**config.mk**
```make
export PLATFORM = sky130hd
export DESIGN_NAME = uart_tx_flat
export DESIGN_NICKNAME = d
export VERILOG_FILES = /design/src/rtl/uart_tx_if.sv /design/src/rtl/uart_tx.sv /design/src/flat_wrapper.sv
export SDC_FILE = /design/constraint.sdc
export NUM_CORES = 1
export LEC_CHECK = 0
export BUFFER_PORTS_ARGS = -buffer_cell sky130_fd_sc_hd__buf_2
export CAP_MARGIN = 10
export CORE_MARGIN = 1
export CORE_UTILIZATION = 43
export CTS_CLUSTER_SIZE = 8
export DETAILED_ROUTE_END_ITERATION = 8
export PLACE_DENSITY = 0.58
export SETUP_SLACK_MARGIN = 0.5
export SLEW_MARGIN = 20
export SYNTH_ARGS = -nofsm -noshare
export SYNTH_HDL_FRONTEND = slang
export SYNTH_SLANG_ARGS = --single-unit
```
**constraint.sdc**
```tcl
create_clock -name clk -period 2.1 [get_ports clk]
set_input_delay 0.105 -clock clk [delete_from_list [all_inputs] [get_ports clk]]
set_output_delay 0.105 -clock clk [all_outputs]
set_load 0.01 [all_outputs]
```
**src/rtl/uart_tx_if.sv**
```systemverilog
// rtl/uart_tx_if.sv - byte valid/ready handshake into the UART transmitter
interface uart_tx_if;
  logic [7:0] data;
  logic       data_vld;
  logic       data_rdy;

  modport master (output data, output data_vld, input data_rdy);
  modport slave  (input data, input data_vld, output data_rdy);
endinterface

```
**src/rtl/uart_tx.sv**
```systemverilog
// rtl/uart_tx.sv - 8-bit UART transmitter with one-entry holding register; even parity when UART_TX_PARITY_EN
module uart_tx #(
  parameter int FREQ      = 50_000_000,
  parameter int RATE      = 2_000_000,
  parameter int STOP_BITS = 1
) (
  input  logic     clk,
  input  logic     rst_n,
  uart_tx_if.slave bus,
  output logic     tx,
  output logic     busy
);
  localparam int DIV = FREQ / RATE;
  localparam int CW  = $clog2(DIV);
  localparam logic [CW-1:0] LAST = CW'(DIV - 1);

  typedef enum logic [2:0] {
    IDLE,
    START,
    DATA,
`ifdef UART_TX_PARITY_EN
    PARITY,
`endif
    STOP
  } state_t;

  state_t        state, state_nxt;
  logic [CW-1:0] cnt;
  logic [2:0]    idx;
  logic          stop_cnt;
  logic [7:0]    shift, shift_nxt;
  logic [7:0]    hold;
  logic          hold_full, hold_full_nxt;
  logic          tx_d, busy_d;
  logic          tick, load, accept, last_stop;
`ifdef UART_TX_PARITY_EN
  logic          par;
`endif

  assign accept        = bus.data_vld && bus.data_rdy;
  assign tick          = (cnt == LAST);
  assign last_stop     = (STOP_BITS == 1) ? 1'b1 : stop_cnt;
  // load marks every frame start, whether from IDLE or straight out of STOP
  assign load          = (state_nxt == START) && (state != START);
  assign hold_full_nxt = load ? 1'b0 : (accept ? 1'b1 : hold_full);
  assign shift_nxt     = load ? hold :
                         ((state == DATA && tick) ? {1'b0, shift[7:1]} : shift);

  always_ff @(posedge clk or negedge rst_n) begin
    if (!rst_n) state <= IDLE;
    else        state <= state_nxt;
  end

  always_comb begin
    state_nxt = state;
    case (state)
      IDLE:  if (hold_full) state_nxt = START;
      START: if (tick) state_nxt = DATA;
      DATA: begin
        if (tick && idx == 3'd7) begin
`ifdef UART_TX_PARITY_EN
          state_nxt = PARITY;
`else
          state_nxt = STOP;
`endif
        end
      end
`ifdef UART_TX_PARITY_EN
      PARITY: if (tick) state_nxt = STOP;
`endif
      STOP:  if (tick && last_stop) state_nxt = hold_full ? START : IDLE;
      default: state_nxt = IDLE;
    endcase
  end

  // Outputs are decoded from the next state so the registered line changes on the transition edge
  always_comb begin
    tx_d = 1'b1;
    case (state_nxt)
      START:  tx_d = 1'b0;
      DATA:   tx_d = shift_nxt[0];
`ifdef UART_TX_PARITY_EN
      PARITY: tx_d = par;
`endif
      default: tx_d = 1'b1;
    endcase
    busy_d = (state_nxt != IDLE) || hold_full_nxt;
  end

  always_ff @(posedge clk or negedge rst_n) begin
    if (!rst_n) begin
      cnt          <= '0;
      idx          <= 3'd0;
      stop_cnt     <= 1'b0;
      shift        <= 8'h00;
      hold         <= 8'h00;
      hold_full    <= 1'b0;
      bus.data_rdy <= 1'b1;
      tx           <= 1'b1;
      busy         <= 1'b0;
    end else begin
      cnt          <= (state_nxt == IDLE || load || tick) ? '0 : cnt + 1'b1;
      idx          <= (state == DATA && tick) ? idx + 3'd1 :
                      ((state == DATA) ? idx : 3'd0);
      stop_cnt     <= (state_nxt != STOP) ? 1'b0 :
                      ((state == STOP && tick) ? ~stop_cnt : stop_cnt);
      shift        <= shift_nxt;
      if (accept) hold <= bus.data;
      hold_full    <= hold_full_nxt;
      bus.data_rdy <= !hold_full_nxt;
      tx           <= tx_d;
      busy         <= busy_d;
    end
  end

`ifdef UART_TX_PARITY_EN
  always_ff @(posedge clk or negedge rst_n) begin
    if (!rst_n)    par <= 1'b0;
    else if (load) par <= ^hold;
  end
`endif

endmodule
```
**src/flat_wrapper.sv**
```systemverilog
// flat-port wrapper written by rule: the top's interface ports become plain ports
module uart_tx_flat 
#(
  parameter int FREQ      = 50_000_000,
  parameter int RATE      = 2_000_000,
  parameter int STOP_BITS = 1
)
  (clk, rst_n, tx, busy, bus_data, bus_data_vld, bus_data_rdy);
  uart_tx_if bus_i ();
  input  logic clk;
  input  logic rst_n;
  output logic tx;
  output logic busy;
  input wire logic [$bits(bus_i.data)-1:0] bus_data;
  input wire logic [$bits(bus_i.data_vld)-1:0] bus_data_vld;
  output wire logic [$bits(bus_i.data_rdy)-1:0] bus_data_rdy;
  assign bus_i.data = bus_data;
  assign bus_i.data_vld = bus_data_vld;
  assign bus_data_rdy = bus_i.data_rdy;
  uart_tx #(.FREQ(FREQ), .RATE(RATE), .STOP_BITS(STOP_BITS)) u_core (.clk(clk), .rst_n(rst_n), .bus(bus_i), .tx(tx), .busy(busy));
endmodule
```
==> results of run 1 <==
-- state kept, by name (all words and copies together) (netlist names) --
signal and flops:
u_core.busy 1, u_core.hold_full 1, u_core.bus.data_rdy 1, u_core.shift 8, u_core.hold 8, u_core.tx 1
u_core.cnt 5, u_core.state 3, u_core.idx 3
-- cells in the final DEF, fill, tap and decap left out, types with 3 or more instances in the layout --
cell type       n
dfrtp_1        27
mux2_2          8
ha_1            4
clkbuf_4        5
buf_2          13
a21o_1          6
o21ai_0         3
inv_1           8
dlygate4sd3_1   4
buf_4          11
nand2_1         7
a21oi_1         4
nor2_1          8
a22o_1          6
-- what timing repair did --
action	CTS	global route
resized for setup	8	3
hold buffers	4	0
endpoints found under the hold margin	32	0
buffers inserted	10	2
pin swaps	1	3
endpoints found under the setup margin	9	10
-- worst max path at each step --
stage,start,to,slack [ns],cells after the start
after floorplan,u_core.cnt[0],u_core.busy,0.50,7
after global placement,u_core.state[1],u_core.busy,0.30,4
after detailed placement,u_core.state[1],u_core.busy,0.27,4
after CTS,u_core.state[0],u_core.busy,0.51,4
after global routing,u_core.cnt[0],u_core.busy,0.37,7
final,u_core.cnt[0],u_core.busy,0.48,7
-- layout make-up --
type / instances / area, sq um / area share, %
Sequential cell: 31 / 781 / 45.2
Multi-Input combinational cell: 76 / 584 / 33.8
Timing Repair Buffer: 30 / 210 / 12.2
Clock buffer: 8 / 68.8 / 3.98
Tap cell: 44 / 55.1 / 3.18
Inverter: 8 / 30.0 / 1.74
-- metal layers --
layer	routed length (um)	part of all wire, %	global-route usage [%]
met5	0	0	0
met4	26	1.0	9.18
met3	88	3.5	4.59
met2	1180	47	26.2
met1	1230	49	22.0
-- worst register-to-register path: cells and delay by family (launching register included) --
family	cells	cell delay (ns)
buf+inv	2	0.24
fa+ha+maj	1	0.16
compound gates	2	0.22
flops	1	0.38
simple gates	2	0.50
-- cell usage after synthesis (2+ instances only) --
cell type,instances,area share [%]
dfrtp_1,29,52
inv_1,8,2.1
mux2_2,8,6.4
nor2_1,8,2.1
nand2_1,7,1.9
a21o_1,6,3.2
a22o_1,6,3.7
a21oi_1,5,1.8
ha_1,4,3.6
o21ai_0,4,1.4
a31oi_1,2,0.89
buf_2,2,0.71
buf_6,2,1.6
clkbuf_1,2,0.53
dfstp_2,2,3.7
nand3_1,2,0.71
nand4b_1,2,1.2
o211ai_1,2,1.1
or3_1,2,0.89
xnor2_1,2,1.2
xor2_1,2,1.2
-- logic make-up (layout without fill, tap and decap cells) --
kind of cell	after synthesis	after routing	synth area share [%]
AO/OA/AOI/OAI	30	30	15.4
XOR/XNOR	4	4	2.49
adder cells (fa/ha/maj)	4	4	3.56
buffers and inverters	14	46	4.98
flip-flops	31	31	55.3
multiplexers	8	8	6.41
other	1	1	0.267
AND/OR/NAND/NOR	29	29	11.6
-- power groups by stage --
stage                     clock (mW)  combinational, mW  sequential (mW)
after floorplan                    0              0.351            0.916
after global placement             0              0.423            0.937
after detailed placement           0              0.434            0.939
after CTS                      0.404              0.485            0.920
after global routing           0.428              0.552            0.951
final                          0.388              0.489            0.922
==> results.cfg, run 1 <==
[timing]
setup_violations = 0
fin_skew_ns = 0.00952
grt_setup_unrepaired = true
hold_viol_final = 0
hold_ws_ns = 0.00853
tns_ns = 0
worstMarginPinSlew_ns = 0.671
min_period_ns = 1.62
period_share_pct = 77.0
max_slew_margin_pct = 55.3
setup_slack_ns = 0.482
drv_slew = 0
fmax_ghz = 0.618

[detailed_routing]
drtPass1Iterations = 4
drtAntennaViolNets = 0
wl_um = 2520
via_count = 983
vias_per_cell = 4.99
routedWlPerCell_um = 12.8
remaining_drc_errors = 0
first_iter_violations = 50

[grt]
grt_max_degree = 32
grt_pass1_wl_um = 4350
grt_usage_pct = 17.1
antenna_found_initial = 0
gr-total-overflow = 0
grt_pass1_vias = 998

[die]
dieArea_sq_mm = 0.00350
floorplan.rows = 20
dieHeight_um = 59.2
io_pins = 14
die-width_um = 59.2
initial_core_util_pct = 45.7
core_sq_mm = 0.00308

[cts]
cts_max_level = 2
cts.sinks = 31
root_buffer = clkbuf_4
cts_made_buffers = 5
cts_tree = built
clockBufferDepth = 2
insertion_delay_ns = 0.32
path_clk_slew_ns = 0.10

[power_and_ir_drop]
cellLeakagePower_nw = 0.800
powerDensity_mw_per_mm2 = 1040
p_comb_share_pct = 27.2
p_seq_share_pct = 51.2
pwr-share-clk_pct = 21.6
peakVddDrop_mv = 0.574
p_sw_share_pct = 29.4
p_sw_mw = 0.528
total_power_mw = 1.80
internal_power_mw = 1.27

[logic_synthesis]
synth-edff-count = 0
synth_area_sq_mm = 0.00141
synthDistinctLibCells = 35
ys_async_sr_fraction_pct = 100
netlist_instances = 121
synth-seq-cells = 31
syn_avg_cell_area_sq_um = 11.6
yosysWarnings = 0
ys_seq_area_share_pct = 55.3
synth_fp_nets = 136
ys.flop_type = dfrtp_1

[finish]
fin_nets = 167
syn_to_final_growth_pct = 23.0
instances_no_fill = 197
finish.instance_area_sq_mm = 0.00173
fin_util_pct = 56.2
num-fill-cells = 273
antenna_cells = 0
drive_above_1_share_pct = 34.0

[worst_setup_path]
cp.arrival_ns = 1.83
endpoint_kind = register
r2r_end = u_core.busy
cp_slowest_cell = dfrtp_1
worst-setup-path-type = register to register
cp-start-kind = register
crit_fanout = 8
r2r_start = u_core.cnt[0]
critical-path-max-stage-delay_ns = 0.38
path_delay_family = simple AND/OR/NAND/NOR gates
crit_path_cell_trace = inv_1 -> ha_1 -> nand4b_1 -> buf_6 -> o21ai_4 -> a21oi_2 -> or3_1
reg2reg_slack_ns = 0.48
path_buf_inv = 2
cp.required_ns = 2.31
rr_worst_depth = 7

[hold_path]
min_path_cells = 2
hp-start = bus_data[1]
holdPathEnd = u_core.hold[1]
min_path_type = primary input to register

[placement]
pre_cts_ws_ns = 0.273
finalWeightedCongestion = 0.727
place_area_sq_mm = 0.00149
place_inst = 173
portBuffers = 13
hpwl_um = 1590

[run_status]
status = finished, final reports clean

[job]
maxCapViolations = 0
Note: power is estimated with default switching activity, not from simulation.
==> inputs of run 2 (changes only) <==
==> constraint.sdc (replaced) <==
create_clock -name clk -period 1.5 [get_ports clk]
set_input_delay 0.075 -clock clk [delete_from_list [all_inputs] [get_ports clk]]
set_output_delay 0.075 -clock clk [all_outputs]
set_load 0.01 [all_outputs]
==> run 2 against run 1 <==
Net effect: largest cell class unchanged; worst hold slack better by 0.16 ns; count of clock-buffer cells in the layout shrank 2; critical path depth stayed put; the run now ends with setup timing left.
==> results.cfg, run 2 (same netlist as run 1, synthesis figures left out) <==
[run_status]
status = complete, but fails checks
violations = setup timing

[placement]
finalWeightedCongestion = 0.754
place_inst = 191
hpwl_um = 1900
portBuffers = 13

[worst_setup_path]
cp-startpoint = u_core.cnt[1]
crit_path_cell_trace = inv_1 -> ha_2 -> nand4b_1 -> buf_4 -> o21a_1 -> a211oi_2 -> o211ai_1
crit_cells = 7
cp.required_ns = 1.77
crit_fanout = 4
path_delay_family = compound AO/OA/AOI/OAI gates
cp.arrival_ns = 1.89
crit_end = u_core.tx
cp_slowest_cell = dfrtp_1
worst-setup-path-type = register to register
critical-path-max-stage-delay_ns = 0.39
r2r_start = u_core.cnt[1]
rr_worst_depth = 7
path_buf_inv = 2
cp-start-kind = register
r2r_end = u_core.tx
endpoint_kind = register
reg2reg_slack_ns = -0.12

[cts]
cts_tree = built
path_clk_slew_ns = 0.10
clockBufferDepth = 2
cts_max_level = 2
insertion_delay_ns = 0.34
cts_made_buffers = 5
root_buffer = clkbuf_4
cts.sinks = 31

[power_and_ir_drop]
powerDensity_mw_per_mm2 = 1500
cellLeakagePower_nw = 0.925
peakVddDrop_mv = 0.765
total_power_mw = 2.92

[timing]
fmax_ghz = 0.618
min_period_ns = 1.62
worstMarginPinSlew_ns = 0.674
drv_slew = 0
setup_violations = 14
period_share_pct = 108
hold_ws_ns = 0.171
fin_skew_ns = 0.0113
setup_slack_ns = -0.119
tns_ns = -0.962
hold_viol_final = 0
grt_setup_unrepaired = true
max_slew_margin_pct = 55.1

[detailed_routing]
remaining_drc_errors = 0
drtAntennaViolNets = 0
vias_per_cell = 4.87
via_count = 1038
drtPass1Iterations = 4
routedWlPerCell_um = 13.3
first_iter_violations = 28
wl_um = 2830

[finish]
final_cell_mix = 29 x dfrtp_1, 23 x buf_4, 11 x buf_2
drive_above_1_share_pct = 40.8
instances_no_fill = 213
antenna_cells = 0
final_common_cell = dfrtp_1
fin_util_pct = 63.2
fin_nets = 183
top_regs = u_core.hold x8, u_core.shift x8, u_core.cnt x5
syn_to_final_growth_pct = 38.3

[grt]
grt_usage_pct = 19.6
grt_pass1_wl_um = 4960
grt_pass1_vias = 1097
gr-total-overflow = 0
antenna_found_initial = 0
grt_max_degree = 32

[die]
die-width_um = 59.2
dieArea_sq_mm = 0.00350
initial_core_util_pct = 45.7
dieHeight_um = 59.2
core_sq_mm = 0.00308
io_pins = 14
floorplan.rows = 20

[hold_path]
min_path_type = primary input to register

[job]
maxCapViolations = 0
[run 2: cell types whose count changed in the layout (fill, tap and decap cells not counted), moves of 3 or more]
cell	delta
buf_4	+12
dlygate4sd3_1	+5
mux2_2	-8
mux2_4	+8
nand2_1	-4
nand2_2	+3
o21ai_1	+3
[run 2: metrics by stage]
stage,worst slack (ns),instance area (sq um)
3_3_place_gp,-0.117,1650
2_1_floorplan,-0.0764,1440
5_1_grt,-0.207,1950
4_1_cts,-0.132,1900
6_report,-0.119,1950
3_5_place_dp,-0.140,1650
[run 2: tightest hold or removal path, cell delays in order]
cell,delay [ns]
buf_2,0.15
a21oi_1,0.10
nor2_2,0.13
inv_1,0.05
[run 2: how the worst min path moves through the flow]
stage / from / end / slack [ns] / depth (start not counted)
after global placement: rst_n / u_core.state[0] / 0.15 / 1
after floorplan: rst_n / u_core.busy / -0.22 / 0
after global routing: bus_data_vld / u_core.hold[1] / 0.17 / 3
final: bus_data_vld / u_core.bus.data_rdy / 0.17 / 4
after CTS: bus_data_vld / u_core.hold_full / 0.14 / 3
after detailed placement: rst_n / u_core.busy / 0.17 / 1
[run 2: timing repair]
action	CTS	global route
buffers inserted	1	4
gates resized for setup	18	3
endpoints found under the hold margin	37	0
pin swaps	9	6
endpoints found under the setup margin	32	32
hold buffers	9	0
[run 2: power breakdown]
group / internal [mW] / switching, mW
Clock: 0.394 / 0.285
Combinational: 0.556 / 0.372
Sequential: 1.13 / 0.181
Total: 2.08 / 0.838
[run 2: final cells by class]
class	instances	area, sq um
fillers	244	1130
flip-flops and latches	31	778
multi-input cells	76	644
repair buffers	46	352
well taps	44	55.1
clock buffers	6	51.3
clock inverters	2	35.0
inverters	8	30.0
[run 2: metal layers]
metal / up-vias / share of wire (%) / wire length, um / global-route usage, %
met5: - / 0 / 0 / 0
met3: 9 / 3.1 / 88 / 4.80
li1: 521 / - / - / -
met2: 20 / 49 / 1380 / 30.7
met1: 488 / 46 / 1290 / 24.8
met4: 0 / 2.4 / 68 / 10.9
